<file path="src/rtl/lin_cmd_parser_pkg.sv">
// Shared definitions for the LIN host command parser: command codes, word field positions, parameter bundles.
// Latency: n/a (definitions only).
// Backpressure: n/a.
package lin_cmd_parser_pkg;

    // Header word layout
    localparam logic [7:0] CMD_CFG     = 8'h01;
    localparam logic [7:0] CMD_FRM     = 8'h02;
    localparam int         HDR_CMD_LSB = 24;
    localparam int         HDR_CH_LSB  = 16;

    // CFG word1 layout
    localparam int CFG_BAUD_LSB = 0;
    localparam int CFG_MODE_BIT = 24;
    localparam int CFG_PAR_BIT  = 25;
    localparam int CFG_TERM_BIT = 26;

    // FRM word1 layout
    localparam int FRM_ID_LSB = 0;
    localparam int FRM_OP_LSB = 8;

    localparam logic [23:0] DEFAULT_BAUD = 24'd50;

    typedef enum logic [3:0] {
        ST_IDLE,
        ST_CFG_W1,
        ST_FRM_W1,
        ST_FRM_W2,
        ST_FRM_W3,
        ST_WAIT_RDY,
        ST_ISSUE_CFG,
        ST_ISSUE_FRM,
        ST_DRAIN
    } state_e;

    typedef struct packed {
        logic        int_termin;
        logic        parity_type;
        logic        mode;
        logic [23:0] baudrate;
    } cfg_t;

    typedef struct packed {
        logic [1:0]  op_type;
        logic [5:0]  frame_id;
        logic [63:0] data;
    } frm_t;

    localparam cfg_t CFG_RST = '{int_termin: 1'b0, parity_type: 1'b0, mode: 1'b0, baudrate: DEFAULT_BAUD};

    // Error counter increment that sticks at all-ones
    function automatic logic [15:0] sat_inc16(input logic [15:0] v);
        return (v == 16'hFFFF) ? v : v + 16'd1;
    endfunction

endpackage

</file>
<file path="src/rtl/lin_us_timer.sv">
// Inter-word watchdog: 1 us prescaler feeding a microsecond counter; compiled only with LIN_CMD_TIMEOUT_EN.
// Latency: tmo_o pulses combinationally in the cycle the TIMEOUT_VAL-th microsecond completes.
// Backpressure: none; counting restarts whenever run_i is low or clr_i is high.
`ifdef LIN_CMD_TIMEOUT_EN
module lin_us_timer #(
    parameter int CLK_FREQ    = 100000000,
    parameter int TIMEOUT_VAL = 1000
) (
    input  logic clk,
    input  logic rst,
    input  logic run_i,
    input  logic clr_i,
    output logic tmo_o
);

    // Clock cycles per microsecond, never below one
    localparam int unsigned TICK_DIV = (CLK_FREQ / 1000000 < 1) ? 1 : (CLK_FREQ / 1000000);

    logic [31:0] pre_q, pre_d;
    logic [31:0] us_q, us_d;
    logic        tick;

    // Prescaler and microsecond counter; both held at zero while idle or on an accepted word
    always_comb begin
        pre_d = pre_q + 32'd1;
        us_d  = us_q;
        tick  = run_i && !clr_i && (pre_q == 32'(TICK_DIV - 1));
        if (!run_i || clr_i) begin
            pre_d = '0;
            us_d  = '0;
        end else if (tick) begin
            pre_d = '0;
            us_d  = us_q + 32'd1;
        end
    end

    assign tmo_o = tick && (us_q == 32'(TIMEOUT_VAL - 1));

    // Counter registers
    always_ff @(posedge clk) begin
        if (rst) begin
            pre_q <= '0;
            us_q  <= '0;
        end else begin
            pre_q <= pre_d;
            us_q  <= us_d;
        end
    end

endmodule
`endif

</file>
<file path="src/rtl/lin_cmd_parser.sv">
// Host command decoder: AXI-Stream CFG/FRM commands -> single-cycle lin_config_vld / lin_frame_vld pulses.
// Latency: CFG pulse the cycle after word1; FRM pulse the cycle after lin_ready[ch] is seen high (>= 2 after word3).
// Backpressure: tready low only while waiting for lin_ready or issuing; optional LIN_CMD_TIMEOUT_EN inter-word timeout.
module lin_cmd_parser
    import lin_cmd_parser_pkg::*;
#(
    parameter int CHANNEL_NUM = 4,
    parameter int CLK_FREQ    = 100000000,
    parameter int TIMEOUT_VAL = 1000
) (
    input  logic                   clk,
    input  logic                   rst,
    input  logic [31:0]            s_axis_tdata,
    input  logic                   s_axis_tvalid,
    input  logic                   s_axis_tlast,
    output logic                   s_axis_tready,
    input  logic [CHANNEL_NUM-1:0] lin_ready,
    output logic                   lin_config_vld,
    output logic [7:0]             lin_config_channel,
    output logic                   lin_mode,
    output logic [23:0]            lin_baudrate,
    output logic                   lin_parity_type,
    output logic                   lin_int_termin,
    output logic                   lin_frame_vld,
    output logic [7:0]             lin_frame_channel,
    output logic [1:0]             lin_op_type,
    output logic [5:0]             lin_frame_id,
    output logic [63:0]            lin_frame_data,
    output logic                   cmd_err,
    output logic [15:0]            cmd_err_cnt
);

    // Reject unusable parameter values at elaboration
    if (CHANNEL_NUM < 1 || CHANNEL_NUM > 256 || CLK_FREQ < 1000000 || TIMEOUT_VAL < 1) begin : g_bad_param
        $error("lin_cmd_parser: illegal parameter value");
    end

    state_e      state_q, state_d;
    logic [7:0]  ch_q, ch_d;          // channel of the command in flight
    frm_t        stg_q, stg_d;        // frame fields collected before lin_ready
    logic        cfg_vld_q, cfg_vld_d;
    logic [7:0]  cfg_ch_q, cfg_ch_d;
    cfg_t        cfg_q, cfg_d;
    logic        frm_vld_q, frm_vld_d;
    logic [7:0]  frm_ch_q, frm_ch_d;
    frm_t        frm_q, frm_d;
    logic [15:0] err_cnt_q, err_cnt_d;

    logic        tready;
    logic        xfer;
    logic        err;
    logic        ready_sel;
    logic        tmr_tmo;
    logic [7:0]  hdr_cmd;
    logic [7:0]  hdr_ch;
    logic        hdr_ok;
    cfg_t        w_cfg;

    assign tready  = !(state_q inside {ST_WAIT_RDY, ST_ISSUE_CFG, ST_ISSUE_FRM});
    // A word arriving while reset is asserted must not raise cmd_err
    assign xfer    = s_axis_tvalid && tready && !rst;
    assign hdr_cmd = s_axis_tdata[HDR_CMD_LSB +: 8];
    assign hdr_ch  = s_axis_tdata[HDR_CH_LSB +: 8];
    assign hdr_ok  = ((hdr_cmd == CMD_CFG) || (hdr_cmd == CMD_FRM)) && ({1'b0, hdr_ch} < 9'(CHANNEL_NUM));
    assign w_cfg   = '{int_termin:  s_axis_tdata[CFG_TERM_BIT],
                       parity_type: s_axis_tdata[CFG_PAR_BIT],
                       mode:        s_axis_tdata[CFG_MODE_BIT],
                       baudrate:    s_axis_tdata[CFG_BAUD_LSB +: 24]};

    // Select lin_ready of the channel addressed by the pending frame
    always_comb begin
        ready_sel = 1'b0;
        for (int i = 0; i < CHANNEL_NUM; i++) begin
            if (ch_q == 8'(i)) ready_sel = lin_ready[i];
        end
    end

`ifdef LIN_CMD_TIMEOUT_EN
    logic tmr_run;
    assign tmr_run = (state_q inside {ST_CFG_W1, ST_FRM_W1, ST_FRM_W2, ST_FRM_W3, ST_DRAIN});

    lin_us_timer #(
        .CLK_FREQ    (CLK_FREQ),
        .TIMEOUT_VAL (TIMEOUT_VAL)
    ) u_us_timer (
        .clk   (clk),
        .rst   (rst),
        .run_i (tmr_run),
        .clr_i (xfer),
        .tmo_o (tmr_tmo)
    );
`else
    assign tmr_tmo = 1'b0;
`endif

    // Command FSM: next state, field capture, pulse generation and error decision
    always_comb begin
        state_d   = state_q;
        ch_d      = ch_q;
        stg_d     = stg_q;
        cfg_vld_d = 1'b0;
        cfg_ch_d  = cfg_ch_q;
        cfg_d     = cfg_q;
        frm_vld_d = 1'b0;
        frm_ch_d  = frm_ch_q;
        frm_d     = frm_q;
        err       = 1'b0;

        case (state_q)
            ST_IDLE: begin
                if (xfer) begin
                    if (s_axis_tlast) begin
                        // A one-word command is malformed and already fully consumed
                        err = 1'b1;
                    end else if (!hdr_ok) begin
                        err     = 1'b1;
                        state_d = ST_DRAIN;
                    end else begin
                        ch_d    = hdr_ch;
                        state_d = (hdr_cmd == CMD_CFG) ? ST_CFG_W1 : ST_FRM_W1;
                    end
                end
            end
            ST_CFG_W1: begin
                if (xfer) begin
                    if ((w_cfg.baudrate == 24'd0) || !s_axis_tlast) begin
                        err     = 1'b1;
                        state_d = s_axis_tlast ? ST_IDLE : ST_DRAIN;
                    end else begin
                        // Config fields go straight to the outputs together with the pulse
                        cfg_vld_d = 1'b1;
                        cfg_ch_d  = ch_q;
                        cfg_d     = w_cfg;
                        state_d   = ST_ISSUE_CFG;
                    end
                end
            end
            ST_FRM_W1: begin
                if (xfer) begin
                    stg_d.frame_id = s_axis_tdata[FRM_ID_LSB +: 6];
                    stg_d.op_type  = s_axis_tdata[FRM_OP_LSB +: 2];
                    if (s_axis_tlast) begin
                        err     = 1'b1;
                        state_d = ST_IDLE;
                    end else begin
                        state_d = ST_FRM_W2;
                    end
                end
            end
            ST_FRM_W2: begin
                if (xfer) begin
                    stg_d.data[31:0] = s_axis_tdata;
                    if (s_axis_tlast) begin
                        err     = 1'b1;
                        state_d = ST_IDLE;
                    end else begin
                        state_d = ST_FRM_W3;
                    end
                end
            end
            ST_FRM_W3: begin
                if (xfer) begin
                    stg_d.data[63:32] = s_axis_tdata;
                    if (!s_axis_tlast) begin
                        err     = 1'b1;
                        state_d = ST_DRAIN;
                    end else begin
                        state_d = ST_WAIT_RDY;
                    end
                end
            end
            ST_WAIT_RDY: begin
                if (ready_sel) begin
                    frm_vld_d = 1'b1;
                    frm_ch_d  = ch_q;
                    frm_d     = stg_q;
                    state_d   = ST_ISSUE_FRM;
                end
            end
            ST_ISSUE_CFG, ST_ISSUE_FRM: begin
                state_d = ST_IDLE;
            end
            ST_DRAIN: begin
                if (xfer && s_axis_tlast) state_d = ST_IDLE;
            end
            default: begin
                state_d = ST_IDLE;
            end
        endcase

        // A stalled stream abandons the command; an accepted word in the same cycle wins
        if (tmr_tmo && !xfer) begin
            err     = 1'b1;
            state_d = ST_IDLE;
        end

        err_cnt_d = err ? sat_inc16(err_cnt_q) : err_cnt_q;
    end

    // State and output registers
    always_ff @(posedge clk) begin
        if (rst) begin
            state_q   <= ST_IDLE;
            ch_q      <= '0;
            stg_q     <= '0;
            cfg_vld_q <= 1'b0;
            cfg_ch_q  <= '0;
            cfg_q     <= CFG_RST;
            frm_vld_q <= 1'b0;
            frm_ch_q  <= '0;
            frm_q     <= '0;
            err_cnt_q <= '0;
        end else begin
            state_q   <= state_d;
            ch_q      <= ch_d;
            stg_q     <= stg_d;
            cfg_vld_q <= cfg_vld_d;
            cfg_ch_q  <= cfg_ch_d;
            cfg_q     <= cfg_d;
            frm_vld_q <= frm_vld_d;
            frm_ch_q  <= frm_ch_d;
            frm_q     <= frm_d;
            err_cnt_q <= err_cnt_d;
        end
    end

    assign s_axis_tready      = tready;
    assign lin_config_vld     = cfg_vld_q;
    assign lin_config_channel = cfg_ch_q;
    assign lin_mode           = cfg_q.mode;
    assign lin_baudrate       = cfg_q.baudrate;
    assign lin_parity_type    = cfg_q.parity_type;
    assign lin_int_termin     = cfg_q.int_termin;
    assign lin_frame_vld      = frm_vld_q;
    assign lin_frame_channel  = frm_ch_q;
    assign lin_op_type        = frm_q.op_type;
    assign lin_frame_id       = frm_q.frame_id;
    assign lin_frame_data     = frm_q.data;
    assign cmd_err            = err;
    assign cmd_err_cnt        = err_cnt_q;

endmodule

</file>
<file path="config.mk">
export PLATFORM = sky130hd
export DESIGN_NAME = lin_cmd_parser
export DESIGN_NICKNAME = d
export VERILOG_FILES = /design/src/rtl/lin_cmd_parser_pkg.sv /design/src/rtl/lin_us_timer.sv /design/src/rtl/lin_cmd_parser.sv
export SDC_FILE = /design/constraint.sdc
export NUM_CORES = 1
export LEC_CHECK = 0
export CORE_MARGIN = 3
export CORE_UTILIZATION = 50
export CTS_CLUSTER_DIAMETER = 100
export DETAILED_ROUTE_END_ITERATION = 10
export PLACE_DENSITY_LB_ADDON = 0.2
export SYNTH_ARGS = -nofsm -noshare
export SYNTH_HDL_FRONTEND = slang
export SYNTH_HIERARCHICAL = 1
export SYNTH_SLANG_ARGS = --single-unit
</file>
<file path="constraint.sdc">
create_clock -name clk -period 3.6 [get_ports clk]
set_input_delay 0.72 -clock clk [delete_from_list [all_inputs] [get_ports clk]]
set_output_delay 0.72 -clock clk [all_outputs]
set_load 0.03 [all_outputs]
</file>
==> impl_metrics.ini <==
[yosys]
netlist_instances = 1008
ys_seq_area_share_pct = 54.2
synth_compound_area_share_pct = 8.62
synth_top_flop_cell = dfxtp_1
synth_top_cell_area_share_pct = 54.2
synth_area_sq_um = 8010
post-synth-top-area-cell = dfxtp_1
ys_top_cells_by_area = dfxtp_1, nand2_1, nand3_1
synthXorXnorAreaFrac_pct = 0.656
synth_top_family_by_area = simple AND/OR/NAND/NOR gates
synth-edff-count = 0
ys_warn_count = 6
ys_types = 51
synthSimpleGateAreaFrac_pct = 31.9
syn_nets = 1049
syn_avg_cell_area_sq_um = 7.95
synth_fa_ha_area_share_pct = 0.156
muxShareOfSynthArea_pct = 0.796
ys_async_sr_fraction_pct = 0
ys_ff_latch = 217

[setup_path]
cp-start-kind = primary input
r2r_end = cmd_err_cnt[10]
worstSetupEndpoint = cmd_err
reg2reg_depth = 7
required_ns = 2.88
r2r_slack_ns = 0.99
critical_path_class = in2out
crit_chain = clkdlybuf4s50_1 > or4_1 > or4_4 > o31ai_4 > and2_2 > buf_4
slowest_stage = or4_1
crit_path_start = s_axis_tdata[15]
worstPathMaxFanout = 2
cp-end-kind = output port
reg2reg_from = state_q[0]
critPathArrivalTime_ns = 2.82
crit_path_max_incr_delay_ns = 0.63

[floorplanning]
pin_count = 175
core_sq_um = 15400
dieArea_sq_um = 17600
die_h_um = 133
placementRows = 45
die_x_um = 133
initial_utilization_pct = 51.9

[min_path]
hold_path.class = reg2reg

[sta]
setup_tns_ns = 0
hold_viol = 0
tightestPinTransition_ns = 0.813
relSlewSlack_pct = 45.8
worst_clock_skew_ns = 0.00735
fin_hold_ws_ns = 0.450
fin_ws_ns = 0.0601
fin_crit_sh_pct = 98.3
period_needed_ns = 3.54
rsz0062_at_grt = no
fmax_mhz = 282
setup_violations = 0
slew_viol_final = 0

[cts]
hold_buffers = 0
clock_latency_ns = 0.49
post_cts_resized = 0
clock_sinks = 217
clk_pin_slew_ns = 0.06
cts_post_setup_buffers_inserted = 0
clock_path_buffers = 3
cts_htree_levels = 1
cts_buffers = 22
cts-root-buf = clkbuf_16
cts_tree = yes

[layout]
final_nets = 1212
diodes = 0
drive_gt1_share_pct = 7.67
areaGrowthSynthToFinish_pct = 35.0
final_cells = 1397
final_cell_mix = nand2_1, dfxtp_1, clkdlybuf4s50_1, nand3_1, a21oi_1
n_fill_cell = 1306
mostFrequentLayoutCell = nand2_1

[placed_design]
dp_hpwl_um = 15200
finalWeightedCongestion = 0.874
pre_cts_ws_ns = 0.0569
portBuffers = 174
dp_cells = 1358

[power]
p_per_area_nw_per_um2 = 455
p_total_w = 0.00492
p_leak_nw = 4.28
vdd_drop_max_mv = 0.356

[route]
routedWlPerCell_um = 16.2
wirelength_um = 22700
drt_iter0_drc = 389
drtPass1Iterations = 5
drtAntennaViolNets = 0
vias = 7500
drc_errors = 0
via_per_inst = 5.37

[global_route]
grt_overflow = 0
grt_usage_pct = 25.2
antenna_found_initial = 0
grt_max_degree = 80
grt_pass1_wl_um = 36800
first_global_vias = 7271

[run_status]
outcome = finished, final reports clean

[run]
maxCapViolations = 0
==> worst max-delay path, delay by kind of cell <==
family	cells	cell delay (ns)
compound gates	1	0.23
buf+inv	2	0.57
simple gates	3	1.28
==> logic make-up (layout without fill, tap and decap cells) <==
family,after synthesis,after routing
xor+xnor,6,6
flops,217,217
fa+ha+maj,1,1
simple gates,582,582
buf+inv,75,253
mux,5,5
compound gates,122,122
==> metal layers <==
metal / share of wire, % / global-route usage [%]
met4: 2.3 / 7.33
met2: 46 / 40.7
met1: 43 / 32.6
met3: 8.9 / 7.76
met5: 0 / 0
==> worst min path at each step <==
| stage | cells past startpoint | start | end | slack (ns) |
|---|---|---|---|---|
| floorplan | 2 | ch_q[4] | lin_config_channel[4] | 0.43 |
| global placement | 2 | stg_q[55] | lin_frame_data[55] | 0.44 |
| detailed placement | 2 | stg_q[4] | stg_q[4] | 0.44 |
| CTS | 2 | lin_frame_data[39] | lin_frame_data[39] | 0.45 |
| global route | 2 | stg_q[53] | lin_frame_data[53] | 0.47 |
| finish | 2 | lin_frame_data[27] | lin_frame_data[27] | 0.45 |
==> layout make-up <==
| class | count | area (sq um) | share of cell area, % |
|---|---|---|---|
| clock buffer | 34 | 717 | 6.63 |
| clock inverter | 5 | 53.8 | 0.497 |
| inverter | 6 | 23.8 | 0.220 |
| multi-input combinational | 716 | 3400 | 31.4 |
| sequential | 217 | 4340 | 40.2 |
| tap | 211 | 264 | 2.44 |
| timing repair buffer | 208 | 2020 | 18.6 |
==> stage by stage <==
stage          cell area (sq um)  utilization, %
2_1_floorplan               8010               -
3_3_place_gp               10000            65.1
3_5_place_dp               10000            65.1
4_1_cts                    10800            70.1
5_1_grt                    10800            70.1
6_report                   10800            70.1
==> synth_stat cells (4+ instances only) <==
| cell | count |
|---|---|
| nand2_1 | 374 |
| nor2b_1 | 4 |
| nand3_1 | 115 |
| buf_1 | 12 |
| and3_1 | 12 |
| dfxtp_1 | 217 |
| xor2_1 | 5 |
| nor2_1 | 23 |
| nor4_1 | 9 |
| or3_1 | 7 |
| inv_1 | 4 |
| nand4_1 | 6 |
| and2_1 | 7 |
| or4_1 | 5 |
| a21oi_1 | 90 |
| o21ai_0 | 13 |
| clkbuf_1 | 55 |
==> power by group <==
| part | leakage, nW | switching, W | total, W | internal [W] |
|---|---|---|---|---|
| sequential | 1.75 | 0.00000190 | 0.00240 | 0.00240 |
| clock | 0.386 | 0.000913 | 0.00235 | 0.00144 |
| combinational | 2.15 | 0.000100 | 0.000167 | 0.0000670 |
| total | 4.28 | 0.00102 | 0.00492 | 0.00391 |
==> flip-flops by register name (all words and copies together) (netlist names) <==
signal	flops
lin_frame_data	64
lin_parity_type	1
ch_q	8
lin_frame_vld	1
lin_mode	1
lin_frame_id	6
state_q	4
lin_config_channel	8
lin_op_type	2
stg_q	72
lin_config_vld	1
lin_int_termin	1
lin_baudrate	24
lin_frame_channel	8
cmd_err_cnt	16
Note: power is estimated with default switching activity, not from simulation.
